`src/rtl/id_exe_skid_reg.sv`:
```
// ID/EXE pipeline register with a ready/valid handshake, a two-entry skid
// buffer, synchronous flush (bubble insertion) and a saturating stall counter.
module id_exe_skid_reg #(
  parameter int unsigned DATA_W = 32,
  parameter int unsigned ADDR_W = 5,
  parameter int unsigned WB_W   = 2,
  parameter int unsigned MEM_W  = 2,
  parameter int unsigned EXE_W  = 6,
  parameter int unsigned CNT_W  = 16
) (
  input  logic              clk,
  input  logic              rst,
  input  logic              flush,
  input  logic              in_valid,
  output logic              in_ready,
  input  logic [WB_W-1:0]   wb,
  input  logic [MEM_W-1:0]  mem,
  input  logic [EXE_W-1:0]  exe,
  input  logic [DATA_W-1:0] ID_pc_plus4,
  input  logic [DATA_W-1:0] ID_rs,
  input  logic [DATA_W-1:0] ID_rt,
  input  logic [DATA_W-1:0] ID_immediate,
  input  logic [ADDR_W-1:0] ID_reg_address_rs,
  input  logic [ADDR_W-1:0] ID_reg_address_rt,
  input  logic [ADDR_W-1:0] ID_reg_address_rd,
  output logic              out_valid,
  input  logic              out_ready,
  output logic [WB_W-1:0]   wb_out,
  output logic [MEM_W-1:0]  mem_out,
  output logic [EXE_W-1:0]  exe_out,
  output logic [DATA_W-1:0] EXE_pc_plus4,
  output logic [DATA_W-1:0] EXE_rs,
  output logic [DATA_W-1:0] EXE_rt,
  output logic [DATA_W-1:0] EXE_immediate,
  output logic [ADDR_W-1:0] EXE_reg_address_rs,
  output logic [ADDR_W-1:0] EXE_reg_address_rt,
  output logic [ADDR_W-1:0] EXE_reg_address_rd,
  output logic [CNT_W-1:0]  stall_cnt
);

  // Skid entry storage
  logic              s_valid;
  logic [WB_W-1:0]   s_wb;
  logic [MEM_W-1:0]  s_mem;
  logic [EXE_W-1:0]  s_exe;
  logic [DATA_W-1:0] s_pc_plus4;
  logic [DATA_W-1:0] s_rs;
  logic [DATA_W-1:0] s_rt;
  logic [DATA_W-1:0] s_immediate;
  logic [ADDR_W-1:0] s_addr_rs;
  logic [ADDR_W-1:0] s_addr_rt;
  logic [ADDR_W-1:0] s_addr_rd;

  logic main_free;

  // Ready depends only on the skid flag, so out_ready never reaches in_ready
  assign in_ready  = !s_valid;
  assign main_free = !out_valid || out_ready;

  // Main/skid entry update: reset, then flush, then normal handshake
  always_ff @(posedge clk) begin
    if (!rst) begin
      out_valid          <= 1'b0;
      wb_out             <= '0;
      mem_out            <= '0;
      exe_out            <= '0;
      EXE_pc_plus4       <= '0;
      EXE_rs             <= '0;
      EXE_rt             <= '0;
      EXE_immediate      <= '0;
      EXE_reg_address_rs <= '0;
      EXE_reg_address_rt <= '0;
      EXE_reg_address_rd <= '0;
      s_valid            <= 1'b0;
      s_wb               <= '0;
      s_mem              <= '0;
      s_exe              <= '0;
      s_pc_plus4         <= '0;
      s_rs               <= '0;
      s_rt               <= '0;
      s_immediate        <= '0;
      s_addr_rs          <= '0;
      s_addr_rt          <= '0;
      s_addr_rd          <= '0;
    end else if (flush) begin
      // Bubble both entries; data/address fields are left as they are
      out_valid <= 1'b0;
      wb_out    <= '0;
      mem_out   <= '0;
      exe_out   <= '0;
      s_valid   <= 1'b0;
      s_wb      <= '0;
      s_mem     <= '0;
      s_exe     <= '0;
    end else if (main_free) begin
      if (s_valid) begin
        out_valid          <= 1'b1;
        s_valid            <= 1'b0;
        wb_out             <= s_wb;
        mem_out            <= s_mem;
        exe_out            <= s_exe;
        EXE_pc_plus4       <= s_pc_plus4;
        EXE_rs             <= s_rs;
        EXE_rt             <= s_rt;
        EXE_immediate      <= s_immediate;
        EXE_reg_address_rs <= s_addr_rs;
        EXE_reg_address_rt <= s_addr_rt;
        EXE_reg_address_rd <= s_addr_rd;
      end else if (in_valid) begin
        out_valid          <= 1'b1;
        wb_out             <= wb;
        mem_out            <= mem;
        exe_out            <= exe;
        EXE_pc_plus4       <= ID_pc_plus4;
        EXE_rs             <= ID_rs;
        EXE_rt             <= ID_rt;
        EXE_immediate      <= ID_immediate;
        EXE_reg_address_rs <= ID_reg_address_rs;
        EXE_reg_address_rt <= ID_reg_address_rt;
        EXE_reg_address_rd <= ID_reg_address_rd;
      end else begin
        // Empty slot: keep control zero so a bubble has no side effects
        out_valid <= 1'b0;
        wb_out    <= '0;
        mem_out   <= '0;
        exe_out   <= '0;
      end
    end else if (in_valid && !s_valid) begin
      s_valid     <= 1'b1;
      s_wb        <= wb;
      s_mem       <= mem;
      s_exe       <= exe;
      s_pc_plus4  <= ID_pc_plus4;
      s_rs        <= ID_rs;
      s_rt        <= ID_rt;
      s_immediate <= ID_immediate;
      s_addr_rs   <= ID_reg_address_rs;
      s_addr_rt   <= ID_reg_address_rt;
      s_addr_rd   <= ID_reg_address_rd;
    end
  end

  // Saturating count of cycles the execute side holds off a valid entry
  always_ff @(posedge clk) begin
    if (!rst) begin
      stall_cnt <= '0;
    end else if (out_valid && !out_ready && (stall_cnt != '1)) begin
      stall_cnt <= stall_cnt + CNT_W'(1);
    end
  end

endmodule

```
`config.mk`:
```
export PLATFORM = sky130hd
export DESIGN_NAME = id_exe_skid_reg
export DESIGN_NICKNAME = d
export VERILOG_FILES = /design/src/rtl/id_exe_skid_reg.sv
export SDC_FILE = /design/constraint.sdc
export NUM_CORES = 1
export LEC_CHECK = 0
export BUFFER_PORTS_ARGS = -buffer_cell sky130_fd_sc_hd__buf_2
export CAP_MARGIN = 20
export CORE_MARGIN = 4
export CORE_UTILIZATION = 33
export CTS_CLUSTER_SIZE = 8
export DETAILED_ROUTE_END_ITERATION = 6
export PLACE_DENSITY = 0.59
export REMOVE_ABC_BUFFERS = 1
export SETUP_SLACK_MARGIN = 0.2
export SYNTH_ARGS = -nofsm -noshare
export SYNTH_HDL_FRONTEND = slang
export SYNTH_SLANG_ARGS = --single-unit
```
`constraint.sdc`:
```
create_clock -name clk -period 2.2 [get_ports clk]
set_input_delay 0.55 -clock clk [delete_from_list [all_inputs] [get_ports clk]]
set_output_delay 0.55 -clock clk [all_outputs]
set_load 0.05 [all_outputs]
```
---- Yosys cells after proc, flatten, opt, wreduce, memory -nomap -nowiden ----
Index checks and enable logic that the tools add are counted.
operators by class
  add/sub/neg operators ................... 1
  equality and inequality tests ........... 1
  muxes and demuxes ....................... 22
  bitwise logic cells ..................... 3
  reductions and logical operators ........ 13
operators by type and width
  kind                                                              number
  32-bit 2-to-1 mux                                                 8
  5-bit 2-to-1 mux                                                  6
  16-bit by 1-bit adder with 16-bit output (second input constant)  1
  16-bit != test (second input constant)                            1
  6-bit 2-to-1 mux                                                  2
  2-bit 2-to-1 mux                                                  4
  3-bit AND reduction                                               2
  1-bit logical AND                                                 3
  1-bit zero test                                                   3
  1-bit inverter                                                    3
  3-bit OR reduction                                                1
  1-bit 2-to-1 mux                                                  2
  2-bit AND reduction                                               1
  2-bit nonzero test                                                1
  2-bit OR reduction                                                1
  1-bit logical OR                                                  1
storage, ports and cells
  register bits ........................... 324
  input port bits ......................... 158
  output and inout port bits .............. 171
  logic and storage cells ................. 63

---- Logic depth before layout (Yosys ltp) ----
Gate-level depths: netlist of the first run.
  depth in word-level cells ............... 4
  mapped depth ............................ 7
  gate-level depth less buffers ........... 5

---- Worst setup path after synthesis of the first run ----
Ideal clock, no wire load.
  path type ............................... reg2reg
  start ................................... register stall_cnt[7]
  end ..................................... register stall_cnt[15]
  setup time .............................. 70 ps
  arrival time ............................ 2107 ps
  data required time ...................... 2130 ps
  slack ................................... 23 ps
  stages on the path, launching flop included .. 5
  path buffers ............................ 0
  period minus slack after synthesis ...... 2177 ps
  path through ............................ dfxtp_1 > nand4_1 > or4_4 > or4_1 > a21oi_1
on the way
  longest elaborated chain between the ends .. 2
  elaborated cells on any way between the ends .. 3
  those cells by class .................... 1 x add/sub; 1 x eq/ne; 1 x reduce/logical
RTL lines
  what                                                                              line  text
  start, declared                                                                   38    output logic [CNT_W-1:0] stall_cnt
  start signal, assigned                                                            148   stall_cnt <= stall_cnt + CNT_W'(1);
  branches (longest 2 deep; another with 16-bit by 1-bit adder with 16-bit output)  n/a
Parallel ways; which one is timed is not known.
A chain may end at the register's enable or synchronous reset.

---- Worst setup path after layout of the first run ----
  start ................................... register s_valid
  end ..................................... output port in_ready
on the way
  longest elaborated chain between the ends .. 1
RTL lines
  what                    line  text
  start, declared         42    logic s_valid;
  start signal, assigned  74    s_valid <= 1'b0;
  start signal, assigned  91    s_valid <= 1'b0;
  start signal, assigned  98    s_valid <= 1'b0;
  1-bit zero test         57    assign in_ready = !s_valid;
  end, declared           15    output logic in_ready,
No other way between the ends.

==> results.sh, run 1 <==
export IMPL_status="finished, final reports clean"
export IMPL_die_area_um2=41600
export IMPL_slowest_stage="dfxtp_4"
export IMPL_slew_headroom_pct=60.0
export IMPL_clock_path_buffers=3
export IMPL_core_area_um2=37800
export IMPL_arrival_ns=1.35
export IMPL_synthTopCellsByCount="dfxtp_1 (324), nand2_1 (312), a21oi_1 (167)"
export IMPL_clk_latency_ns=0.55
export IMPL_synthTopCellsByArea="dfxtp_1 (51%), mux2i_1 (11%), nand2_1 (9.2%), a211oi_1 (9.1%), a21oi_1 (6.6%)"
export IMPL_io_buffers=328
export IMPL_synth_top_family_by_area="simple AND/OR/NAND/NOR gates"
export IMPL_power_total_w=0.0142
export IMPL_synth_ff_type="dfxtp_1"
export IMPL_synth_most_common_cell="dfxtp_1"
export IMPL_crit_path_end_kind="output port"
export IMPL_syn_area_um2=12700
export IMPL_cp_required_ns=1.65
export IMPL_synth_simple_gate_area_share_pct=17.0
export IMPL_fin_crit_sh_pct=86.3
export IMPL_whs_ns=0.252
export IMPL_cts_tree="done"
export IMPL_max_slew_worst_pin_slew_ns=0.600
export IMPL_dp_slack_ns=0.0957
export IMPL_crit_family="buffers and inverters"
export IMPL_die_h_um=204
export IMPL_hold_buffers=0
export IMPL_clock_fmax_mhz=527
export IMPL_drcViolationCount=0
export IMPL_drv_slew=0
export IMPL_power_density_nw_per_um2=866
export IMPL_synth_seq_area_share_pct=51.2
export IMPL_worstPathCellList="inv_1 > buf_4"
export IMPL_multi_input_area_um2=5730
export IMPL_setup_viol=0
export IMPL_synth_edf_count=0
export IMPL_synth_mux_area_share_pct=11.3
export IMPL_maxCapViolCount=0
export IMPL_setup_tns_final_ns=0
export IMPL_wirelength_um=35700
export IMPL_antenna_found_initial=2
export IMPL_initial_core_util_pct=33.6
export IMPL_synth_async_sr_flop_share_pct=0
export IMPL_leakagePower_nw=6.21
export IMPL_clkSlewWorstSetupHoldPaths_ns=0.05
export IMPL_critPathMaxStageDelay_ns=0.35
export IMPL_layout_nets=1930
export IMPL_synth_fa_ha_area_share_pct=0.0987
export IMPL_grt_overflow=0
export IMPL_hold_path_class="input pin to register"
export IMPL_r2r_cells=4
export IMPL_finish_instance_area_um2=16400
export IMPL_fin_ws_ns=0.301
export IMPL_drive_gt1_share_pct=25.3
export IMPL_grt_start_max_net_pins=76
export IMPL_whs_path_depth=3
export IMPL_placed_cell_area_um2=15100
export IMPL_grt_pass1_wl_um=56700
export IMPL_min_period_ns=1.90
export IMPL_synthDistinctLibCells=32
export IMPL_via_per_inst=4.90
export IMPL_routed_via_count=11200
export IMPL_grt_pass1_vias=10800
export IMPL_ir_drop_mv=0.521
export IMPL_synth_compound_area_share_pct=16.5
export IMPL_final_fill_count=3700
export IMPL_yosysTopAreaCellShare_pct=51.2
export IMPL_path_class="register to output port"
export IMPL_path_buf_inv=2
export IMPL_rsz0062_at_grt="false"
export IMPL_gp_congestion=0.789
export IMPL_path_depth=2
export IMPL_std_cell_rows=71
export IMPL_final_seq_area_um2=6490
export IMPL_worst_setup_path_start_kind="register"
export IMPL_cts_htree_levels=2
export IMPL_wl_per_cell_um=15.6
export IMPL_first_pass_iters=4
export IMPL_dpl_hpwl_um=23800
export IMPL_yosys_area_top_type="dfxtp_1"
export IMPL_yosysWarningCount=0
export IMPL_crit_fanout=11
export IMPL_die_w_um=204
export IMPL_syn_inst=1462
export IMPL_first_iter_violations=435
export IMPL_ys_seq_elements=324
export IMPL_synthXorXnorAreaFrac_pct=0
export IMPL_synth_avg_cell_area_um2=8.67
export IMPL_syn_to_final_growth_pct=29.5
export IMPL_cts_buffers=46
export IMPL_final_hold_viol_count=0
export IMPL_cts_root_buf="clkbuf_16"
export IMPL_ff2ff_setup_slack_ns=0.33
export IMPL_finClkSkew_ns=0.0155
export IMPL_num_io_pins=329
export IMPL_cts_sinks=324
export IMPL_postRouteAntennaNets=0
export IMPL_track_usage_pct=16.5
## registers in the layout (all words and copies together), names as in the netlist, 6 cells and up
signal / cells
EXE_rs: 32
EXE_immediate: 32
stall_cnt: 16
s_pc_plus4: 32
s_exe: 6
EXE_rt: 32
exe_out: 6
s_rt: 32
s_rs: 32
EXE_pc_plus4: 32
s_immediate: 32
## logic make-up after synthesis
group,Yosys count
buffers and inverters,126
flip-flops,324
AND/OR/NAND/NOR,531
AO/OA/AOI/OAI,337
adder cells (fa/ha/maj),1
multiplexers,143
## power by group
| part | internal (W) | total [W] | switching, W |
|---|---|---|---|
| logic | 0.000512 | 0.00175 | 0.00124 |
| clock network | 0.00387 | 0.00624 | 0.00237 |
| registers | 0.00610 | 0.00622 | 0.000123 |
| total | 0.0105 | 0.0142 | 0.00373 |
## routing by layer
layer	track usage, %	vias up	part of all wire, %
li1	-	5669	-
met1	21.2	5192	44
met2	26.5	286	46
met3	5.82	51	8.0
met4	4.12	4	1.8
met5	0	-	0.039
## stage by stage
step,utilization [%],cells
after global placement,40.1,2231
after floorplan,-,1338
final,43.5,2288
after global routing,43.5,2286
after detailed placement,40.1,2231
after CTS,43.4,2285
## worst paths after layout
kind,from,endpoint
worst min register to register,s_immediate[16],s_immediate[16]
worst max register to register,stall_cnt[8],stall_cnt[15]
worst min-delay path,ID_pc_plus4[15],s_pc_plus4[15]
worst max-delay path,s_valid,in_ready
## cell type report
cell class                 count  share of cell area, %
antenna                        2                 0.0305
clock inverter                 1                 0.0305
sequential                   324                   39.5
tap                          511                   3.89
clock buffer                  51                   7.51
timing repair buffer         385                   14.0
multi-input combinational   1012                   34.9
inverter                       2                 0.0914
## tightest hold or removal path: cells and delay by family
kind,cells,cell delay [ns]
AOI/OAI and AO/OA,1,0.05
buffers and inverters,1,0.10
and+or+nand+nor,1,0.05
## placed cells by master, fill, tap and decap left out, types with 13 or more instances in the layout
cell / n
buf_4: 40
mux2i_1: 143
dfxtp_1: 321
nor3_1: 13
buf_12: 18
nor2_1: 156
clkbuf_16: 49
nand2_1: 312
buf_2: 327
a211oi_1: 154
a21oi_1: 167
## repair_timing
item	4_1_cts	5_1_grt
setup buffers	2	1
pin swaps	0	1
resized for setup	1	3
setup endpoints to repair	1	4
endpoints found under the hold margin	0	0
gates cloned	0	0
No activity file was read; power rests on OpenSTA's default activity.
==> inputs of run 2 (changes only) <==
CORE_UTILIZATION = 45   (was 33)
PLACE_DENSITY = 0.75   (was 0.59)
==> results.sh, run 2 (synthesis results as in run 1) <==
export IMPL_dpl_hpwl_um=22100
export IMPL_routed_via_count=11500
export IMPL_crit_path_end_kind="register"
export IMPL_clkSlewWorstSetupHoldPaths_ns=0.05
export IMPL_wl_per_cell_um=15.8
export IMPL_drcViolationCount=0
export IMPL_layout_nets=1919
export IMPL_grt_overflow=0
export IMPL_via_per_inst=5.36
export IMPL_drv_slew=0
export IMPL_io_buffers=328
export IMPL_gp_congestion=0.863
export IMPL_first_iter_violations=849
export IMPL_path_class="register to register"
export IMPL_crit_fanout=6
export IMPL_clk_latency_ns=0.52
export IMPL_clock_fmax_mhz=530
export IMPL_grt_pass1_vias=11000
export IMPL_std_cell_rows=61
export IMPL_max_slew_worst_pin_slew_ns=0.601
export IMPL_hp_start="ID_rt[0]"
export IMPL_layout_commonest_cell="buf_2"
export IMPL_r2r_start="stall_cnt[8]"
export IMPL_die_w_um=176
export IMPL_status="finished, final reports clean"
export IMPL_grt_start_max_net_pins=82
export IMPL_cts_buffers=46
export IMPL_r2r_cells=4
export IMPL_fin_util_pct=58.2
export IMPL_ir_drop_mv=0.780
export IMPL_power_density_nw_per_um2=873
export IMPL_min_period_ns=1.89
export IMPL_clock_path_buffers=3
export IMPL_hold_path_class="input pin to register"
export IMPL_wirelength_um=33800
export IMPL_die_area_um2=30900
export IMPL_num_io_pins=329
export IMPL_rsz0062_at_grt="false"
export IMPL_antenna_found_initial=6
export IMPL_whs_path_depth=3
export IMPL_cts_htree_levels=2
export IMPL_cp_required_ns=2.64
export IMPL_fin_crit_sh_pct=85.8
export IMPL_ff2ff_setup_slack_ns=0.31
export IMPL_placed_cell_area_um2=14900
export IMPL_first_pass_iters=5
export IMPL_final_cell_mix="buf_2 (327), dfxtp_1 (322), nand2_1 (312), a21oi_1 (167), nor2_1 (156)"
export IMPL_leakagePower_nw=6.14
export IMPL_slew_headroom_pct=59.6
export IMPL_arrival_ns=2.33
export IMPL_cts_sinks=324
export IMPL_core_area_um2=27800
export IMPL_cts_tree="done"
export IMPL_drive_gt1_share_pct=24.8
export IMPL_final_hold_viol_count=0
export IMPL_hold_buffers=0
export IMPL_finClkSkew_ns=0.00998
export IMPL_worst_setup_path_start_kind="register"
export IMPL_r2r_end="stall_cnt[13]"
export IMPL_grt_pass1_wl_um=54100
export IMPL_whs_endpoint="s_rt[0]"
export IMPL_whs_ns=0.279
export IMPL_die_h_um=176
export IMPL_syn_to_final_growth_pct=27.5
export IMPL_track_usage_pct=20.8
export IMPL_setup_viol=0
export IMPL_cts_root_buf="clkbuf_16"
export IMPL_power_total_w=0.0141
export IMPL_maxCapViolCount=0
export IMPL_finish_instance_area_um2=16200
export IMPL_postRouteAntennaNets=0
export IMPL_initial_core_util_pct=45.6
-- run 2: per-stage QoR --
stage | TNS, ns | setup WS (ns) | std cells
floorplan | -2923.11 | -12.14 | 1338
global placement | 0 | 0.138 | 2087
detailed placement | 0 | 0.153 | 2087
CTS | 0 | 0.242 | 2137
global route | 0 | 0.201 | 2142
finish | 0 | 0.313 | 2142
-- run 2: worst max-delay path, cell delays in order (launching register included) --
cell and delay (ns):
dfxtp_1 0.43, nand4_1 0.21, or4_4 0.57, or4_1 0.47, a21oi_1 0.15
-- run 2: repair_timing --
action,in CTS,in global routing
resized for setup,1,3
pin swaps,0,1
buffers inserted,0,3
setup endpoints to repair,1,4
-- run 2: power breakdown --
part | total, W | switching (W) | internal, W
clock network | 0.00616 | 0.00232 | 0.00384
registers | 0.00622 | 0.000121 | 0.00610
logic | 0.00173 | 0.00123 | 0.000499
-- run 2: cell type report --
type | instances | area (um2)
multi-input cells | 1012 | 5730
well taps | 378 | 473
clock inverters | 2 | 38.8
flip-flops and latches | 324 | 6490
diodes | 2 | 5.00
inverters | 2 | 18.8
fillers | 2480 | 11600
clock buffers | 48 | 1180
repair buffers | 374 | 2230
-- run 2: layer usage --
metal  vias to the layer above  part of all wire [%]  global-route usage [%]
met5                         -                  0.15                       0
met4                         8                   2.8                    6.86
met3                        82                   8.3                    6.46
met2                       374                    48                    34.7
met1                      5352                    41                    25.6
li1                       5655                     -                       -
-- run 2: worst max path at each step --
stage                       startpoint                to  slack, ns  cells past startpoint
after global routing      stall_cnt[8]     stall_cnt[15]       0.20                      4
after floorplan                s_valid  EXE_immediate[0]     -12.14                      3
after CTS                      s_valid          in_ready       0.24                      2
after detailed placement     out_ready      stall_cnt[8]       0.15                      6
final                     stall_cnt[8]     stall_cnt[13]       0.31                      4
after global placement       out_ready     stall_cnt[13]       0.14                      5
